[src/rtl/register_writeback.sv]
// register_writeback: single writer for the register file write port.
// Merges single-cycle ALU results with in-order load returns and tracks the
// destination of every outstanding load in a small tag FIFO. A combinational
// busy mask lets decode stall on any register with a write still pending.
//
// Ports
//   clk, rst_n                      clock, asynchronous active-low reset
//   alu_valid/alu_rd/alu_data       ALU result; alu_ready = accepted this cycle
//   load_issue/load_issue_rd        load issued to cache; load_issue_ready = tag queue not full
//   load_valid/load_data            load data returning in issue order; load_ready = queue not empty
//   rd/rd_write_enable/rd_data_out  registered register file write port
//   busy                            bit r set while a write to register r is pending
//
// Optional build macro REGISTER_WRITEBACK_STATS_EN adds stat_writes and
// stat_alu_stalls (32-bit wrapping event counters).
module register_writeback #(
    parameter int unsigned AddressBitWidth = 5,
    parameter int unsigned DataBitWidth    = 32,
    parameter int unsigned LoadQueueDepth  = 4
) (
    input  logic                              clk,
    input  logic                              rst_n,
    input  logic                              alu_valid,
    input  logic [AddressBitWidth-1:0]        alu_rd,
    input  logic [DataBitWidth-1:0]           alu_data,
    output logic                              alu_ready,
    input  logic                              load_issue,
    input  logic [AddressBitWidth-1:0]        load_issue_rd,
    output logic                              load_issue_ready,
    input  logic                              load_valid,
    input  logic [DataBitWidth-1:0]           load_data,
    output logic                              load_ready,
    output logic [AddressBitWidth-1:0]        rd,
    output logic                              rd_write_enable,
    output logic [DataBitWidth-1:0]           rd_data_out,
    output logic [(1<<AddressBitWidth)-1:0]   busy
`ifdef REGISTER_WRITEBACK_STATS_EN
    ,
    output logic [31:0]                       stat_writes,
    output logic [31:0]                       stat_alu_stalls
`endif
);

    localparam int unsigned NumRegs = 1 << AddressBitWidth;
    localparam int unsigned PtrW    = $clog2(LoadQueueDepth) + 1;

    logic [AddressBitWidth-1:0] tag_q [LoadQueueDepth];
    logic [PtrW-1:0]            rptr_q, rptr_d;
    logic [PtrW-1:0]            wptr_q, wptr_d;
    logic [PtrW-1:0]            count_q, count_d;

    logic [AddressBitWidth-1:0] wb_rd_q, wb_rd_d;
    logic                       wb_we_q, wb_we_d;
    logic [DataBitWidth-1:0]    wb_data_q, wb_data_d;

    logic [AddressBitWidth-1:0] head_rd;
    logic [NumRegs-1:0]         busy_c;
    logic [PtrW-1:0]            offset;
    logic                       load_acc, issue_acc, alu_acc;

    // Head lookup and busy mask; an entry is live when its distance from the
    // read pointer is below the occupancy count.
    always_comb begin
        head_rd = '0;
        busy_c  = '0;
        offset  = '0;
        for (int unsigned i = 0; i < LoadQueueDepth; i++) begin
            offset = PtrW'(i) + PtrW'(LoadQueueDepth) - rptr_q;
            if (offset >= PtrW'(LoadQueueDepth)) begin
                offset = offset - PtrW'(LoadQueueDepth);
            end
            if (PtrW'(i) == rptr_q) begin
                head_rd = tag_q[i];
            end
            if (offset < count_q) begin
                busy_c[tag_q[i]] = 1'b1;
            end
        end
        if (wb_we_q) begin
            busy_c[wb_rd_q] = 1'b1;
        end
        // x0 is never written, so it is never pending.
        busy_c[0] = 1'b0;
    end

    assign load_ready       = (count_q != '0);
    assign load_issue_ready = (count_q != PtrW'(LoadQueueDepth));
    assign load_acc         = load_valid & load_ready;
    assign issue_acc        = load_issue & load_issue_ready;
    assign alu_ready        = ~load_acc & ~busy_c[alu_rd];
    assign alu_acc          = alu_valid & alu_ready;

    // Queue pointer and occupancy next state.
    always_comb begin
        rptr_d  = rptr_q;
        wptr_d  = wptr_q;
        count_d = count_q;
        if (load_acc) begin
            rptr_d = (rptr_q == PtrW'(LoadQueueDepth - 1)) ? '0 : rptr_q + PtrW'(1);
        end
        if (issue_acc) begin
            wptr_d = (wptr_q == PtrW'(LoadQueueDepth - 1)) ? '0 : wptr_q + PtrW'(1);
        end
        case ({issue_acc, load_acc})
            2'b10:   count_d = count_q + PtrW'(1);
            2'b01:   count_d = count_q - PtrW'(1);
            default: count_d = count_q;
        endcase
    end

    // Write stage next state: load return wins over ALU; x0 never strobes.
    always_comb begin
        wb_rd_d   = wb_rd_q;
        wb_data_d = wb_data_q;
        wb_we_d   = 1'b0;
        if (load_acc) begin
            wb_rd_d   = head_rd;
            wb_data_d = load_data;
            wb_we_d   = (head_rd != '0);
        end else if (alu_acc) begin
            wb_rd_d   = alu_rd;
            wb_data_d = alu_data;
            wb_we_d   = (alu_rd != '0);
        end
    end

    // State registers.
    always_ff @(posedge clk or negedge rst_n) begin
        if (!rst_n) begin
            rptr_q    <= '0;
            wptr_q    <= '0;
            count_q   <= '0;
            wb_rd_q   <= '0;
            wb_we_q   <= 1'b0;
            wb_data_q <= '0;
            for (int unsigned i = 0; i < LoadQueueDepth; i++) begin
                tag_q[i] <= '0;
            end
        end else begin
            rptr_q    <= rptr_d;
            wptr_q    <= wptr_d;
            count_q   <= count_d;
            wb_rd_q   <= wb_rd_d;
            wb_we_q   <= wb_we_d;
            wb_data_q <= wb_data_d;
            for (int unsigned i = 0; i < LoadQueueDepth; i++) begin
                if (issue_acc && (wptr_q == PtrW'(i))) begin
                    tag_q[i] <= load_issue_rd;
                end
            end
        end
    end

    assign rd              = wb_rd_q;
    assign rd_write_enable = wb_we_q;
    assign rd_data_out     = wb_data_q;
    assign busy            = busy_c;

`ifdef REGISTER_WRITEBACK_STATS_EN
    logic [31:0] stat_writes_q, stat_alu_stalls_q;

    // Wrapping event counters.
    always_ff @(posedge clk or negedge rst_n) begin
        if (!rst_n) begin
            stat_writes_q     <= '0;
            stat_alu_stalls_q <= '0;
        end else begin
            if (wb_we_q) begin
                stat_writes_q <= stat_writes_q + 32'd1;
            end
            if (alu_valid && !alu_ready) begin
                stat_alu_stalls_q <= stat_alu_stalls_q + 32'd1;
            end
        end
    end

    assign stat_writes     = stat_writes_q;
    assign stat_alu_stalls = stat_alu_stalls_q;
`endif

endmodule

[config.mk]
export PLATFORM = sky130hd
export DESIGN_NAME = register_writeback
export DESIGN_NICKNAME = d
export VERILOG_FILES = /design/src/rtl/register_writeback.sv
export SDC_FILE = /design/constraint.sdc
export NUM_CORES = 1
export LEC_CHECK = 0
export CAP_MARGIN = 20
export CORE_AREA = 2 2 132 134
export CTS_CLUSTER_DIAMETER = 120
export DETAILED_ROUTE_END_ITERATION = 16
export DIE_AREA = 0 0 134 136
export PLACE_DENSITY_LB_ADDON = 0.1
export SLEW_MARGIN = 20
export SYNTH_ARGS = -nofsm -noshare
export SYNTH_HDL_FRONTEND = slang
export SYNTH_SLANG_ARGS = --single-unit
export TNS_END_PERCENT = 5
[constraint.sdc]
create_clock -name clk -period 5.6 [get_ports clk]
set_clock_uncertainty 0.1 [all_clocks]
set_input_delay 1.12 -clock clk [delete_from_list [all_inputs] [get_ports clk]]
set_output_delay 1.12 -clock clk [all_outputs]
set_load 0.005 [all_outputs]
# Word-level counts from Yosys, hierarchy flattened

Cells that the tools add are included.

Output and inout port bits: 73
Bits of input ports: 79
Logic and storage cells: 111
Flip-flop bits (word level): 67

Muxes and demuxes: 34
Bitwise logic cells: 10
Reductions and logical operators: 16
Order comparisons: 19
Add/subtract/negate cells: 12
Equality and inequality tests: 10

Operators with widths:

| operator                                                    | count |
|---|---|
| two-way mux 32 bit                                          | 7 |
| bitwise OR 32 bit                                           | 4 |
| less-than comparator 5 x 6 -> 1 bit (second input constant) | 6 |
| two-way mux 5 bit                                           | 6 |
| demux 1 bit (select 5 bit)                                  | 5 |
| >= comparator 5 x 1 -> 1 bit (second input constant)        | 5 |
| two-way mux 3 bit                                           | 6 |
| >= comparator 3 bit (second input constant)                 | 4 |
| less-than comparator 3 bit                                  | 4 |
| subtractor 3 bit (first input constant)                     | 4 |
| subtractor 3 bit (second input constant)                    | 4 |
| nonzero test 5 bit                                          | 2 |
| adder 3 x 1 -> 3 bit (second input constant)                | 3 |
| == test 3 x 2 -> 1 bit (second input constant)              | 3 |
| logical AND 1 bit                                           | 9 |
| two-way mux 1 bit                                           | 8 |
| == test 2 x 3 -> 1 bit (first input constant)               | 2 |
| zero test 3 bit                                             | 2 |
| case mux 3 bit (2 select lines)                             | 1 |
| binary-select mux 1 bit (select 5 bit)                      | 1 |
| bitwise AND 1 bit                                           | 4 |
| nonzero test 2 bit                                          | 2 |
| == test 1 x 3 -> 1 bit (first input constant)               | 1 |
| == test 3 x 1 -> 1 bit (second input constant)              | 1 |
| 6 further kinds                                             | 7 |

# Depth between registers and ports, before layout

Word-level depth: 20
Depth in mapped cells: 15
Gate-level depth less buffers: 13

# Least setup slack after synthesis

No wires, ideal clock.

Path kind: register to output
Start point: register rptr_q[2]
End point: output port alu_ready
Data arrival time: 3.166 ns
Path slack: 1.214 ns
Cell stages (with the launch flop): 15
Data required time: 4.380 ns
Path buffers: 2
Cells stage by stage: dfrtp_1 inv_1 ha_1 and3_1 ha_1 a21oi_1 o21ai_2 or3_1 nand3_1 nand2_1 a311o_1 o211ai_1 buf_2 clkbuf_1 nor2_1

Word-level cells in the longest chain between the ends: 17
Elaborated cells between the ends (all ways): 33
Those cells by class: 8 x add/sub; 8 x order compare; 11 x mux; 6 x bitwise

RTL lines:

| item                                                    | RTL line | text |
|---|---|---|
| start, declared                                         | 48       | `logic [PtrW-1:0] rptr_q, rptr_d;` |
| start signal, assigned                                  | 140      | `rptr_q <= rptr_d;` |
| subtractor 3 bit                                        | 68       | `offset = PtrW'(i) + PtrW'(LoadQueueDepth) - rptr_q;` |
| subtractor 3 bit or >= comparator 3 bit (tied branches) | 70, 69   |  |
| two-way mux 3 bit                                       | 69       | `if (offset >= PtrW'(LoadQueueDepth)) begin` |
| less-than comparator 3 bit                              | 75       | `if (offset < count_q) begin` |
| two-way mux 32 bit                                      | 75       |  |
| bitwise OR 32 bit (no line)                             | n/a      |  |
| two-way mux 32 bit                                      | 75       |  |
| bitwise OR 32 bit (no line)                             | n/a      |  |
| [... 2 more ...]                                        | n/a      |  |
| two-way mux 32 bit *                                    | 75       |  |
| bitwise OR 32 bit (no line)                             | n/a      |  |
| two-way mux 32 bit *                                    | 79       | `if (wb_we_q) begin` |
| via busy[3]                                             | 36       | `output logic [(1<<AddressBitWidth)-1:0] busy` |
| binary-select mux 1 bit (select 5 bit) *                | 90       | `assign alu_ready = ~load_acc & ~busy_c[alu_rd];` |
| two-way mux 1 bit (not written as such) *               | 90       |  |
| NOT 1 bit *                                             | 90       |  |
| bitwise AND 1 bit *                                     | 90       |  |
| end, declared                                           | 26       | `output logic alu_ready,` |

The timed path passes the listed nets; every way through them passes the cells marked *. The select of a mux whose other input is x is not followed.

# Worst setup path after layout

Start point: register rptr_q[2]
End point: output port alu_ready

Word-level cells in the longest chain between the ends: 17
Elaborated cells between the ends (all ways): 33
Those cells by class: 8 x add/sub; 8 x order compare; 11 x mux; 6 x bitwise

RTL lines:

| item                                                    | RTL line |
|---|---|
| subtractor 3 bit                                        | 68 |
| subtractor 3 bit or >= comparator 3 bit (tied branches) | 70, 69 |
| two-way mux 3 bit                                       | 69 |
| less-than comparator 3 bit                              | 75 |
| two-way mux 32 bit                                      | 75 |
| bitwise OR 32 bit (no line)                             | n/a |
| two-way mux 32 bit                                      | 75 |
| bitwise OR 32 bit (no line)                             | n/a |
| two-way mux 32 bit                                      | 75 |
| bitwise OR 32 bit (no line)                             | n/a |
| two-way mux 32 bit *                                    | 75 |
| bitwise OR 32 bit (no line)                             | n/a |
| two-way mux 32 bit *                                    | 79 |
| binary-select mux 1 bit (select 5 bit) *                | 90 |
| two-way mux 1 bit (not written as such) *               | 90 |
| NOT 1 bit *                                             | 90 |
| bitwise AND 1 bit *                                     | 90 |

Every way passes the cells marked *; elsewhere a longest branch is shown, timed or not. The select of a mux whose other input is x is not followed.

==> flow_metrics.tcl <==
set metrics [dict create \
    placementRows 48 \
    vias_per_cell 6.03 \
    wl_met2_um 10500 \
    synth_top_area_share_pct 29.6 \
    drt-met1-wl_um 9960 \
    power_frac_seq_pct 24.8 \
    route.detailed.drc 0 \
    cp-start-kind "flop" \
    dp_hpwl_um 17100 \
    synthAdderAreaFrac_pct 5.00 \
    ir_drop_mv 0.191 \
    fin_nets 914 \
    postSynthCellCount 679 \
    top_layer_used "met4" \
    p_switching_mw 2.01 \
    hold_slack_ns 0.428 \
    cts-root-buf "clkbuf_16" \
    die_x_um 134 \
    end_kind "output port" \
    cp_max_fo 8 \
    fill_cells 1653 \
    wirelength_um 23400 \
    drive_gt1_share_pct 10.4 \
    final_area_um2 7690 \
    power.density_nw_per_um2 558 \
    outcome "finished clean" \
    cts.reportedPaths.clkPinSlew_ns 0.06 \
    min_path_cells 2 \
    pwr-share-comb_pct 61.2 \
    wl_per_cell_um 22.5 \
    hp-start "wptr_q[2]" \
    ff2ff_path_depth 16 \
    synth_warnings 0 \
    slew_headroom_pct 35.8 \
    grt_pass1_vias 6115 \
    min_path_type "reg -> reg" \
    diodes 0 \
    track_usage_pct 25.8 \
    crit_end "alu_ready" \
    cts_made_buffers 9 \
    die_area_um2 18200 \
    start_util_pct 33.5 \
    wl_met3_um 2020 \
    critical_path_required_ns 4.38 \
    syn_area_um2 5660 \
    core_area_um2 16900 \
    yosysMostFrequentCell "dfrtp_1" \
    clk_latency_ns 0.33 \
    clk_path_buf_depth 2 \
    critPathLaunch "rptr_q[2]" \
    grt_pass1_wl_um 35900 \
    io_pins 152 \
    p_total_mw 4.29 \
    area_growth_pct 36.0 \
    synthArstFlopShare_pct 100 \
    first_pass_iters 5 \
    synth-simple-area-share_pct 29.1 \
    p_sw_share_pct 47.0 \
    gp_congestion 0.944 \
    placed_cell_area_um2 7330 \
    grt_max_degree 68 \
    io_buffers 150 \
    setup_viol_count_final 0 \
    synthXorXnorAreaFrac_pct 0.464 \
    post-place-ws_ns 0.568 \
    finalWorstSetupSlack_ns 0.147 \
    synth.yosys.seq_area_share_pct 29.6 \
    synthMuxAreaShare_pct 4.18 \
    yosys-top-cells-count "dfrtp_1, nor2_1, inv_1, nand2_1, nor4_1" \
    antenna_found_initial 0 \
    avgSynthCellArea_um2 8.33 \
    hold_violations 0 \
    grt_setup_unrepaired "false" \
    htreeDepth 3 \
    fin_crit_ns 5.45 \
    netlist-cell-type-count 57 \
    fin_crit_sh_pct 97.4 \
    p_clk_share_pct 14.0 \
    drv_cap 0 \
    internal_power_mw 2.28 \
    yosysTopAreaCell "dfrtp_1" \
    ff2ff_setup_slack_ns 0.57 \
    vias 6282 \
    ys_ff_latch 67 \
    synth_compound_area_share_pct 24.2 \
    synth_top_family_by_area "simple AND/OR/NAND/NOR gates" \
    dominantRegCellSynth "dfrtp_1" \
    ant_nets 0 \
    crit_arrival_ns 4.23 \
    p_leak_nw 3.04 \
    r2r-start "rptr_q[2]" \
    grt_overflow 0 \
    cts_num_sinks 67 \
    synth_edf_count 0 \
    critical_path_class "reg -> out" \
    tritoncts "done" \
    hold_buffers 0 \
    tns_ns 0 \
    fmax_mhz 183 \
    tightestPinTransition_ns 0.958 \
    die_h_um 136 \
    yosys-top-cells-area "dfrtp_1, a221o_1, nor4_1, o22ai_1, ha_1" \
    initialDrtViolationCount 710 \
    final-max-slew-violation-count 0 \
    reg2reg_to "rd_data_out[12]" \
]
## timing repair
item	in CTS	in global routing
setup endpoints to repair	0	1
endpoints found under the hold margin	0	0
buffers inserted	0	3
resized for setup	0	3
## worst min path at each step
stage	end	slack, ns
3_5_place_dp	count_q[1]	0.41
5_1_grt	wptr_q[2]	0.46
3_3_place_gp	count_q[1]	0.40
2_1_floorplan	count_q[1]	0.37
4_1_cts	wptr_q[2]	0.43
6_report	wptr_q[2]	0.43
## metrics by stage
step | std cells | utilization (%)
after detailed placement | 1024 | 43.4
after CTS | 1039 | 45.3
after floorplan | 682 | -
after global routing | 1042 | 45.6
final | 1042 | 45.6
after global placement | 1024 | 43.4
## state kept, by name, indices dropped and copies added, names as in the netlist
signal / flops
wptr_q: 3
rd: 5
tag_q: 20
rd_write_enable: 1
rptr_q: 3
count_q: 3
rd_data_out: 32
## worst max-delay path: stages, from the launching register on
cell and delay (ns):
dfrtp_1 0.42, inv_1 0.20, ha_1 0.27, and3_1 0.18, ha_1 0.30, nand2b_1 0.25
o211ai_4 0.46, o221ai_1 0.29, o32ai_1 0.35, o31ai_1 0.10, nand4_1 0.10, o211ai_1 0.13
nor2_1 0.27, clkdlybuf4s50_1 0.57
## per-layer routing
| metal | GRT usage, % | vias up |
|---|---|---|
| li1 | - | 2829 |
| met4 | 11.6 | 0 |
| met5 | 0 | - |
| met1 | 34.7 | 3036 |
| met2 | 39.9 | 344 |
| met3 | 5.29 | 73 |
## final cells by class
cell class / instances / area (um^2) / share of cell area, %
Inverter: 55 / 206 / 2.68
Timing Repair Buffer: 165 / 1610 / 20.9
Clock inverter: 6 / 91.3 / 1.19
Sequential cell: 67 / 1680 / 21.8
Clock buffer: 9 / 225 / 2.93
Tap cell: 225 / 282 / 3.66
Multi-Input combinational cell: 515 / 3600 / 46.8
## placed cells by master (no fill, tap or decap), types with 5 or more instances in the layout
cell type,netlist,layout
clkdlybuf4s50_1,0,149
dfrtp_1,67,67
nor2_1,56,56
inv_1,55,55
nand2_1,55,55
nor4_1,49,49
o22ai_1,43,43
and2_1,34,34
a221o_1,32,32
or3_1,22,22
mux2_2,21,21
ha_1,21,21
nand3b_1,16,16
o21ai_0,16,16
buf_4,2,15
a21oi_1,11,11
nand3_1,11,11
o221ai_1,10,10
nor3b_1,9,9
nor3_1,9,9
clkbuf_16,0,9
or3b_2,8,8
or2_2,8,8
o211ai_1,6,6
nand4_1,6,6
a311o_1,5,5
## cells by family (layout without fill, tap and decap cells)
family          count (synthesis)  count (layout)
fa+ha+maj                      22              22
flops                          67              67
other cells                     1               4
compound gates                165             165
buf+inv                       100             235
mux                            21              21
simple gates                  300             300
xor+xnor                        3               3
## power groups by stage
stage | Sequential [mW] | Combinational, mW | Clock [mW]
floorplan | 0.860 | 1.58 | 0
CTS | 1.05 | 2.54 | 0.621
global placement | 1.04 | 2.51 | 0
global route | 1.10 | 2.82 | 0.639
finish | 1.07 | 2.62 | 0.601
detailed placement | 1.05 | 2.53 | 0
Power figures use the tool's default switching activity.
